### config.mk
export PLATFORM = sky130hd
export DESIGN_NAME = conv_result_collector
export DESIGN_NICKNAME = d
export VERILOG_FILES = /design/src/rtl/conv_pkg.sv /design/src/rtl/ofm_buffer.sv /design/src/rtl/conv_result_collector.sv
export SDC_FILE = /design/constraint.sdc
export NUM_CORES = 1
export LEC_CHECK = 0
export CAP_MARGIN = 25
export CORE_UTILIZATION = 25
export DETAILED_ROUTE_END_ITERATION = 10
export PLACE_DENSITY_LB_ADDON = 0.3
export SLEW_MARGIN = 20
export SYNTH_ARGS = -nofsm -noshare
export SYNTH_HDL_FRONTEND = slang
export SYNTH_HIERARCHICAL = 1
export SYNTH_SLANG_ARGS = --single-unit
### constraint.sdc
create_clock -name i_clk -period 4.3 [get_ports i_clk]
set_clock_uncertainty 0.15 [all_clocks]
set_input_delay 1.29 -clock i_clk [delete_from_list [all_inputs] [get_ports i_clk]]
set_output_delay 1.29 -clock i_clk [all_outputs]
set_load 0.01 [all_outputs]
### src/rtl/conv_pkg.sv
// conv_pkg: shared constants, map-size derivation, FSM states and saturation classifier for the conv output side.
package conv_pkg;
  localparam int ACC_W = 48;
  typedef enum logic [1:0] {IDLE, COLLECT, DONE} state_t;
  typedef enum logic [1:0] {SAT_NONE, SAT_HI, SAT_LO, SAT_ZERO} sat_t;
  function automatic int out_size(input int fm, input int k, input int p, input int s);
    return (fm + 2*p - k) / s + 1;
  endfunction
  function automatic int map_words(input int fm, input int k, input int p, input int s);
    return out_size(fm, k, p, s) * out_size(fm, k, p, s);
  endfunction
  // Classifies a shifted accumulator against the signed out_w range; relu turns negatives into SAT_ZERO.
  function automatic sat_t sat_sel(input logic signed [ACC_W-1:0] s, input int out_w, input logic relu);
    logic [ACC_W-1:0] one;
    logic signed [ACC_W-1:0] hi;
    one = ACC_W'(1);
    hi = $signed((one << (out_w - 1)) - one);
    sat_sel = SAT_NONE;
    if (relu && s[ACC_W-1]) sat_sel = SAT_ZERO;
    else if (s > hi) sat_sel = SAT_HI;
    else if (s < ~hi) sat_sel = SAT_LO;
  endfunction
endpackage

### src/rtl/ofm_buffer.sv
// ofm_buffer: output feature map store, one write and one registered read-first read port per cycle.
module ofm_buffer #(
  parameter int DEPTH = 4,
  parameter int W = 16,
  parameter int AW = 2
) (
  input  logic          clk,
  input  logic          rst,
  input  logic          wr_en,
  input  logic [AW-1:0] wr_addr,
  input  logic [W-1:0]  wr_data,
  input  logic          rd_en,
  input  logic [AW-1:0] rd_addr,
  output logic [W-1:0]  rd_data,
  output logic          rd_valid
);
  logic [W-1:0] mem [DEPTH];
  always_ff @(posedge clk) if (wr_en) mem[wr_addr] <= wr_data;
  always_ff @(posedge clk)
    if (rst) begin
      rd_data <= '0;
      rd_valid <= 1'b0;
    end else begin
      rd_valid <= rd_en;
      if (rd_en) rd_data <= (32'(rd_addr) < DEPTH) ? mem[rd_addr] : '0;
    end
endmodule

### src/rtl/conv_result_collector.sv
// conv_result_collector: requantizes conv accumulator results into a row-major OFM buffer; CONV_RELU_EN clamps negatives to 0.
module conv_result_collector
  import conv_pkg::*;
#(
  parameter int KERNEL_SIZE = 3,
  parameter int FM_SIZE = 4,
  parameter int PADDING = 0,
  parameter int STRIDE = 1,
  parameter int OUT_W = 16,
  parameter int FRAC_SHIFT = 0,
  localparam int N = map_words(FM_SIZE, KERNEL_SIZE, PADDING, STRIDE),
  localparam int ADDR_W = (N > 1) ? $clog2(N) : 1
) (
  input  logic                    i_clk,
  input  logic                    i_rst,
  input  logic                    i_start,
  input  logic                    i_valid,
  input  logic signed [ACC_W-1:0] i_conv_result,
  input  logic                    i_rd_en,
  input  logic [ADDR_W-1:0]       i_rd_addr,
  output logic signed [OUT_W-1:0] o_rd_data,
  output logic                    o_rd_valid,
  output logic                    o_busy,
  output logic                    o_done,
  output logic                    o_sat,
  output logic                    o_err
);
`ifdef CONV_RELU_EN
  localparam logic RELU = 1'b1;
`else
  localparam logic RELU = 1'b0;
`endif
  state_t state, state_nx;
  sat_t sel;
  logic [ADDR_W-1:0] wr_ptr;
  logic signed [ACC_W-1:0] shifted;
  logic [OUT_W-1:0] wr_data;
  logic wr_en;
  always_comb begin
    shifted = i_conv_result >>> FRAC_SHIFT;
    sel = sat_sel(shifted, OUT_W, RELU);
    wr_data = sel == SAT_HI ? {1'b0, {(OUT_W-1){1'b1}}} :
              sel == SAT_LO ? {1'b1, {(OUT_W-1){1'b0}}} :
              sel == SAT_ZERO ? '0 : shifted[OUT_W-1:0];
    wr_en = i_valid && !i_start && state == COLLECT;
    state_nx = i_start ? COLLECT :
               (wr_en && wr_ptr == ADDR_W'(N - 1)) ? DONE : state;
  end
  always_ff @(posedge i_clk)
    if (i_rst) begin
      state <= IDLE;
      wr_ptr <= '0;
      o_sat <= 1'b0;
      o_err <= 1'b0;
    end else begin
      state <= state_nx;
      if (i_start) begin
        wr_ptr <= '0;
        o_sat <= 1'b0;
        o_err <= 1'b0;
      end else begin
        if (wr_en) wr_ptr <= wr_ptr + 1'b1;
        if (wr_en && (sel == SAT_HI || sel == SAT_LO)) o_sat <= 1'b1;
        if (i_valid && state != COLLECT) o_err <= 1'b1;
      end
    end
  assign o_busy = state == COLLECT;
  assign o_done = state == DONE;
  ofm_buffer #(.DEPTH(N), .W(OUT_W), .AW(ADDR_W)) u_buf (
    .clk(i_clk),
    .rst(i_rst),
    .wr_en(wr_en),
    .wr_addr(wr_ptr),
    .wr_data(wr_data),
    .rd_en(i_rd_en),
    .rd_addr(i_rd_addr),
    .rd_data(o_rd_data),
    .rd_valid(o_rd_valid)
  );
endmodule

* Word-level counts from Yosys, hierarchy flattened *
Memory sizes are Yosys's and may differ from the RTL's. A register that Yosys moved wholly into a read port is not among the register bits.
Index checks and enable logic that the tools add are counted.

operators by class
  reductions and logical operators = 9
  multiplexer cells = 9
  add/subtract/negate cells = 1
  eq/ne operators = 7
  order comparisons = 2

operator list
  kind                                                                                count
  48-bit by 16-bit greater-than comparator with 1-bit output (second input constant)  1
  48-bit by 16-bit less-than comparator with 1-bit output (second input constant)     1
  16-bit 2-to-1 mux                                                                   3
  2-bit equality test (second input constant)                                         4
  1-bit logical AND                                                                   5
  2-bit by 1-bit equality test with 1-bit output (second input constant)              2
  1-bit 2-to-1 mux                                                                    4
  2-bit 2-to-1 mux                                                                    2
  2-bit by 1-bit adder with 2-bit output (second input constant)                      1
  2-bit by 1-bit != test with 1-bit output (second input constant)                    1
  2-bit nonzero test                                                                  1
  2-bit OR reduction                                                                  1
  1-bit zero test                                                                     1
  1-bit logical OR                                                                    1

word-level totals
  RAM bits = 64
  word-level logic and storage cells = 35
  memories kept = 1
  flip-flop bits (word level) = 7
  output and inout bits = 21

memory list
  name       depth  width  rd ports  clocked after memory_dff  write ports  RTL line          text
  u_buf.mem  4      16     1         1                         1            ofm_buffer.sv:17  logic [W-1:0] mem [DEPTH];

* Longest topological paths before layout *
  depth after elaboration = 7
  depth in mapped cells = 5

* Hierarchy *
Netlist, hierarchy kept.

modules (own cells, without submodules)
  module                 instances  sequential area each (µm²)  cells each  area an instance (µm²)
  ofm_buffer             1          2262.2                      163         3042.9
  conv_result_collector  1          120.1                       84          601.8

* Worst setup path before layout *
No wires, ideal clock.

  path kind = input to register
  start point = in i_valid
  end point = mem u_buf.mem[0][0], enable pin
  stages on the path = 3
  setup time = 0.413 ns
  data required time = 3.737 ns
  arrival time = 2.892 ns
  slack = 0.845 ns
  path buffers = 0
  path through = nand3b_1 nor2_1 nor3b_1

on the way
  cells in the longest elaborated chain, start to end = 4

RTL lines
  item                                    RTL line                     text
  start: declaration                      conv_result_collector.sv:17  input logic i_valid,
  1-bit logical AND (2 in series)         conv_result_collector.sv:45  wr_en = i_valid && !i_start && state == COLLECT;
  net wr_en                               conv_result_collector.sv:38  logic wr_en;
  1-bit 2-to-1 mux                        ofm_buffer.sv:18             always_ff @(posedge clk) if (wr_en) mem[wr_addr] <= wr_data;
  1-bit 2-to-1 mux (not written as such)  ofm_buffer.sv:18
  end: declaration                        ofm_buffer.sv:17

The timed path passes the listed nets, and every way through them passes these cells.

* Final worst setup path *
  start point = in i_conv_result[47]
  end point = mem u_buf.mem[0][11] (data pin)

on the way
  cells in the longest elaborated chain, start to end = 7

RTL lines
  item                                                     RTL line                     text
  start: declaration                                       conv_result_collector.sv:18  input logic signed [ACC_W-1:0] i_conv_result,
  48-bit by 16-bit less-than comparator with 1-bit output  conv_pkg.sv:21               else if (s < ~hi) sat_sel = SAT_LO;
  2-bit 2-to-1 mux                                         conv_pkg.sv:21
  2-bit 2-to-1 mux (*)                                     conv_pkg.sv:20               else if (s > hi) sat_sel = SAT_HI;
  2-bit equality test                                      conv_result_collector.sv:44  sel == SAT_ZERO ? '0 : shifted[OUT_W-1:0];
  16-bit 2-to-1 mux                                        conv_result_collector.sv:44
  16-bit 2-to-1 mux                                        conv_result_collector.sv:43  sel == SAT_LO ? {1'b1, {(OUT_W-1){1'b0}}} :
  16-bit 2-to-1 mux (*)                                    conv_result_collector.sv:42  wr_data = sel == SAT_HI ? {1'b0, {(OUT_W-1){1'b1}}} :
  net wr_data[11]                                          conv_result_collector.sv:37  logic [OUT_W-1:0] wr_data;

The timed path passes the listed nets; every way through them passes the cells marked *.

==> summary.md <==
| Metric | Value |
|---|---|
| Vias per Instance | `between 4 and 5` |
| TritonRoute pass-1 iters | `4` |
| Cts repair resizes | `0` |
| Hold EP | `o_sat` |
| First-pass GRT wire length | `approximately 13000 um` |
| Number of global-route vias before repair | `2410` |
| H-tree depth | `3` |
| Syn. warnings | `6` |
| R2R Setup Slk | `approximately 2.6 ns` |
| Detailed Route Iter0 Violations | `about 110` |
| Final setup vio count | `0` |
| Initial core utilization | `0.260` |
| Die W | `123 um` |
| Post-CTS Setup Repair Bufs | `0` |
| Clock power frac | `0.407` |
| Sequential Power Share | `0.501` |
| Syn Std Cell Area | `between 0.003 and 0.004 mm^2` |
| FF-to-FF path depth | `4` |
| Crit path cell chain | `clkdlybuf4s50_1 -> nor4_1 -> nand4_1 -> o31ai_4 -> buf_4 -> o21ai_2` |
| Root buffer selected by CTS | `clkbuf_16` |
| CP Launch Type | `input port` |
| Worst setup EP type | `flop` |
| Max-slew violation count | `0` |
| Worst-case vdd ir drop | `~0.20 mV` |
| Layout area overhead | `34.0%` |
| Worst hold path type | `reg2reg` |
| Sequential area share after synthesis | `0.654` |
| # rows | `43` |
| Post-Route WL | `8150 um` |
| Worst reg2reg path endpoint | `u_buf/mem[0][4]` |
| Hold Path Cell Cnt | `2` |
| Io pins | `76` |
| Crit-path max FO | `10` |
| Number of enable flip-flop cells after synthesis | `64` |
| Largest family of logic cells by synthesized area | `compound AO/OA/AOI/OAI gates` |
| Core Region | `around 0.014 mm^2` |
| Clock slew at reported path FFs | `about 0.060 ns` |
| Compound-Gate Fraction of Synth Area | `0.105` |
| Pleak | `around 1.7 nW` |
| Yosys reg bits | `87` |
| Initial antenna violation count | `0` |
| DRT antenna net count | `0` |
| Clock Latency Late Sink | `0.33 ns` |
| RSZ-0062 raised after global routing | `no` |
| Min Tclk post-route | `3.38 ns` |
| Syn nets | `slightly above 300` |
| Switching part of the total | `0.210` |
| Yosys cell types | `35` |
| FF+latch area | `approximately 0.0024 mm^2` |
| Die ar. | `between 0.015 and 0.02 mm^2` |
| Setup WS post-layout | `roughly 0.9 ns` |
| GP Congestion | `about 0.75` |
| Synth async-reset ratio | `0` |
| CTS Sinks | `between 80 and 90` |
| TNS Setup | `0 ns` |
| Die Ht | `~120 um` |
| Pint | `0.00146 W` |
| Slowest CP cell | `o31ai_4` |
| All-Layer GR Usage | `0.117` |
| Number of buffers inserted by port buffering | `75` |
| Final Hold Slack | `between 0.3 and 0.4 ns` |
| Worst hold start | `o_sat` |
| Post-Synth XOR/XNOR Area | `0.00240` |
| Gr ovfl total | `0` |
| Finished Cell Area | `about 0.005 mm^2` |
| Post-synthesis adder-cell area fraction | `0.00343` |
| Simple-gate portion of the synthesized area | `0.103` |
| Multiplexer area fraction after synthesis | `0.0906` |
| PD cells | `between 300 and 400 mW/mm^2` |
| Layout cells sized above 1 | `0.189` |
| Area after DPL | `~0.0046 mm^2` |
| Worst EP required | `around 4.2 ns` |
| Sw power | `between 0.0003 and 0.0004 W` |
| Final critical-path share of the clock period | `0.786` |
| CP Class | `in2reg` |
| Largest net degree at the start of global routing | `33` |
| Maxcap violations | `0` |
| Setup slack at placement | `between 0.5 and 0.6 ns` |
| Measured slew at the worst slew-check pin | `just under 1 ns` |
| Data arrival, critical path | `3.29 ns` |
| Post-route DRC | `0` |
| Logic pwr share | `0.093` |
| CTS Buf Count | `9` |
| Syn avg cell area | `14.8 um^2` |
| Synth Flop Type | `edfxtp_1` |
| Hold Vio Cnt, Final | `0` |
| Routed vias | `between 2000 and 2500` |
| Multi-input gate area | `~0.0011 mm^2` |
| Routed WL per cell | `~16 um` |
| Worst r2r src | `state[1]` |
| Status | `completed` |
| Hold buffer count at cts | `0` |
| FILL cells | `approximately 1400` |
| Max Freq | `a little under 300 MHz` |
| TritonCTS clock tree | `built` |
| HPWL after detailed placement | `between 5000 and 6000 um` |
| Syn Inst Count | `roughly 250` |
| Slowest stage delay, CP | `0.58 ns` |
| Nets | `384` |
| Ant diodes | `0` |
| Maximum root-to-sink buffer count | `2` |
| Max-slew headroom | `0.342` |
-- flip-flops by register name (all words and copies together), names as in the netlist --
name            flops
u_buf/mem          64
u_buf/rd_data      16
state               2
wr_ptr              2
o_err               1
o_sat               1
u_buf/rd_valid      1
-- logic make-up (layout without fill, tap and decap cells) --
group	count (synthesis)	count (layout)
compound gates	39	39
xor+xnor	1	1
fa+ha+maj	1	1
buf+inv	31	117
flops	87	87
mux	33	33
simple gates	55	55
-- synth_stat cells, types with 2 or more instances --
cell	number	area, um^2
buf_4	3	22.5
nand3b_1	2	15.0
nor2b_1	3	18.8
buf_2	4	20.0
dfxtp_1	23	460
nor3_1	2	10.0
o21ai_2	10	87.6
inv_1	18	67.6
o221ai_1	6	52.6
nor2_1	6	22.5
nand4_1	10	62.6
mux2i_1	33	330
buf_6	3	33.8
o221ai_2	10	150
nor4_1	7	43.8
clkbuf_1	3	11.3
o21ai_0	7	35.0
or4_1	2	15.0
edfxtp_1	64	1920
or3b_2	16	140
-- metrics by stage --
step | instances | total power, W | util
after detailed placement | 497 | 0.00112 | 0.327
final | 513 | 0.00185 | 0.348
after global routing | 513 | 0.00192 | 0.348
after global placement | 497 | 0.00112 | 0.327
after CTS | 513 | 0.00187 | 0.348
after floorplan | 247 | 0.00102 | -
-- how the worst max path moves through the flow --
stage / from / to / slack (ns) / cells after the start
after floorplan: i_valid / u_buf/mem[0][0] / 0.85 / 3
after global placement: i_conv_result[47] / u_buf/mem[1][10] / 0.64 / 6
after detailed placement: i_conv_result[47] / u_buf/mem[3][0] / 0.53 / 5
after CTS: i_conv_result[47] / u_buf/mem[3][0] / 0.88 / 5
after global routing: i_conv_result[47] / u_buf/mem[3][1] / 0.78 / 5
final: i_conv_result[47] / u_buf/mem[0][11] / 0.92 / 6
-- power by group through the flow --
| stage | clock network (W) | registers, W | logic [W] |
|---|---|---|---|
| after floorplan | 0 | 0.000948 | 0.0000716 |
| after global placement | 0 | 0.000944 | 0.000172 |
| after detailed placement | 0 | 0.000945 | 0.000174 |
| after CTS | 0.000772 | 0.000927 | 0.000175 |
| after global routing | 0.000807 | 0.000928 | 0.000186 |
| final | 0.000752 | 0.000926 | 0.000171 |
-- placed cells by master, fill, tap and decap left out, types with 2 or more instances in the layout --
cell	netlist	final
clkdlybuf4s50_1	0	74
edfxtp_1	64	64
mux2i_1	33	33
dfxtp_1	23	23
inv_1	18	18
or3b_2	16	16
nand4_1	10	10
o21ai_2	10	10
o221ai_2	10	10
clkbuf_16	0	9
buf_4	3	8
nor4_1	7	7
o21ai_0	7	7
nor2_1	6	6
o221ai_1	6	6
nor2b_1	3	3
clkinv_2	0	3
nand3b_1	2	2
or4_1	2	2
nor3_1	2	2
-- layer usage --
layer  GRT usage  routed length [um]  vias up  part of all wire
met5           0                   0        -                 0
met4      0.0434                  85        0             0.010
met3      0.0395                 549        6             0.067
met2       0.195                4010       63              0.49
met1       0.140                3510     1084              0.43
li1            -                   -     1124                 -
-- critical path, delay by kind of cell --
family / cells / cell delay, ns
buf+inv: 2 / 0.83
compound gates: 2 / 0.68
simple gates: 2 / 0.49
-- final cells by class --
class / count / share of cell area
timing repair buffer: 83 / 0.165
clock buffer: 10 / 0.0469
tap: 180 / 0.0461
clock inverter: 6 / 0.0126
sequential: 87 / 0.488
multi-input combinational: 129 / 0.228
inverter: 18 / 0.0138
(Power assumes the default switching activity.)
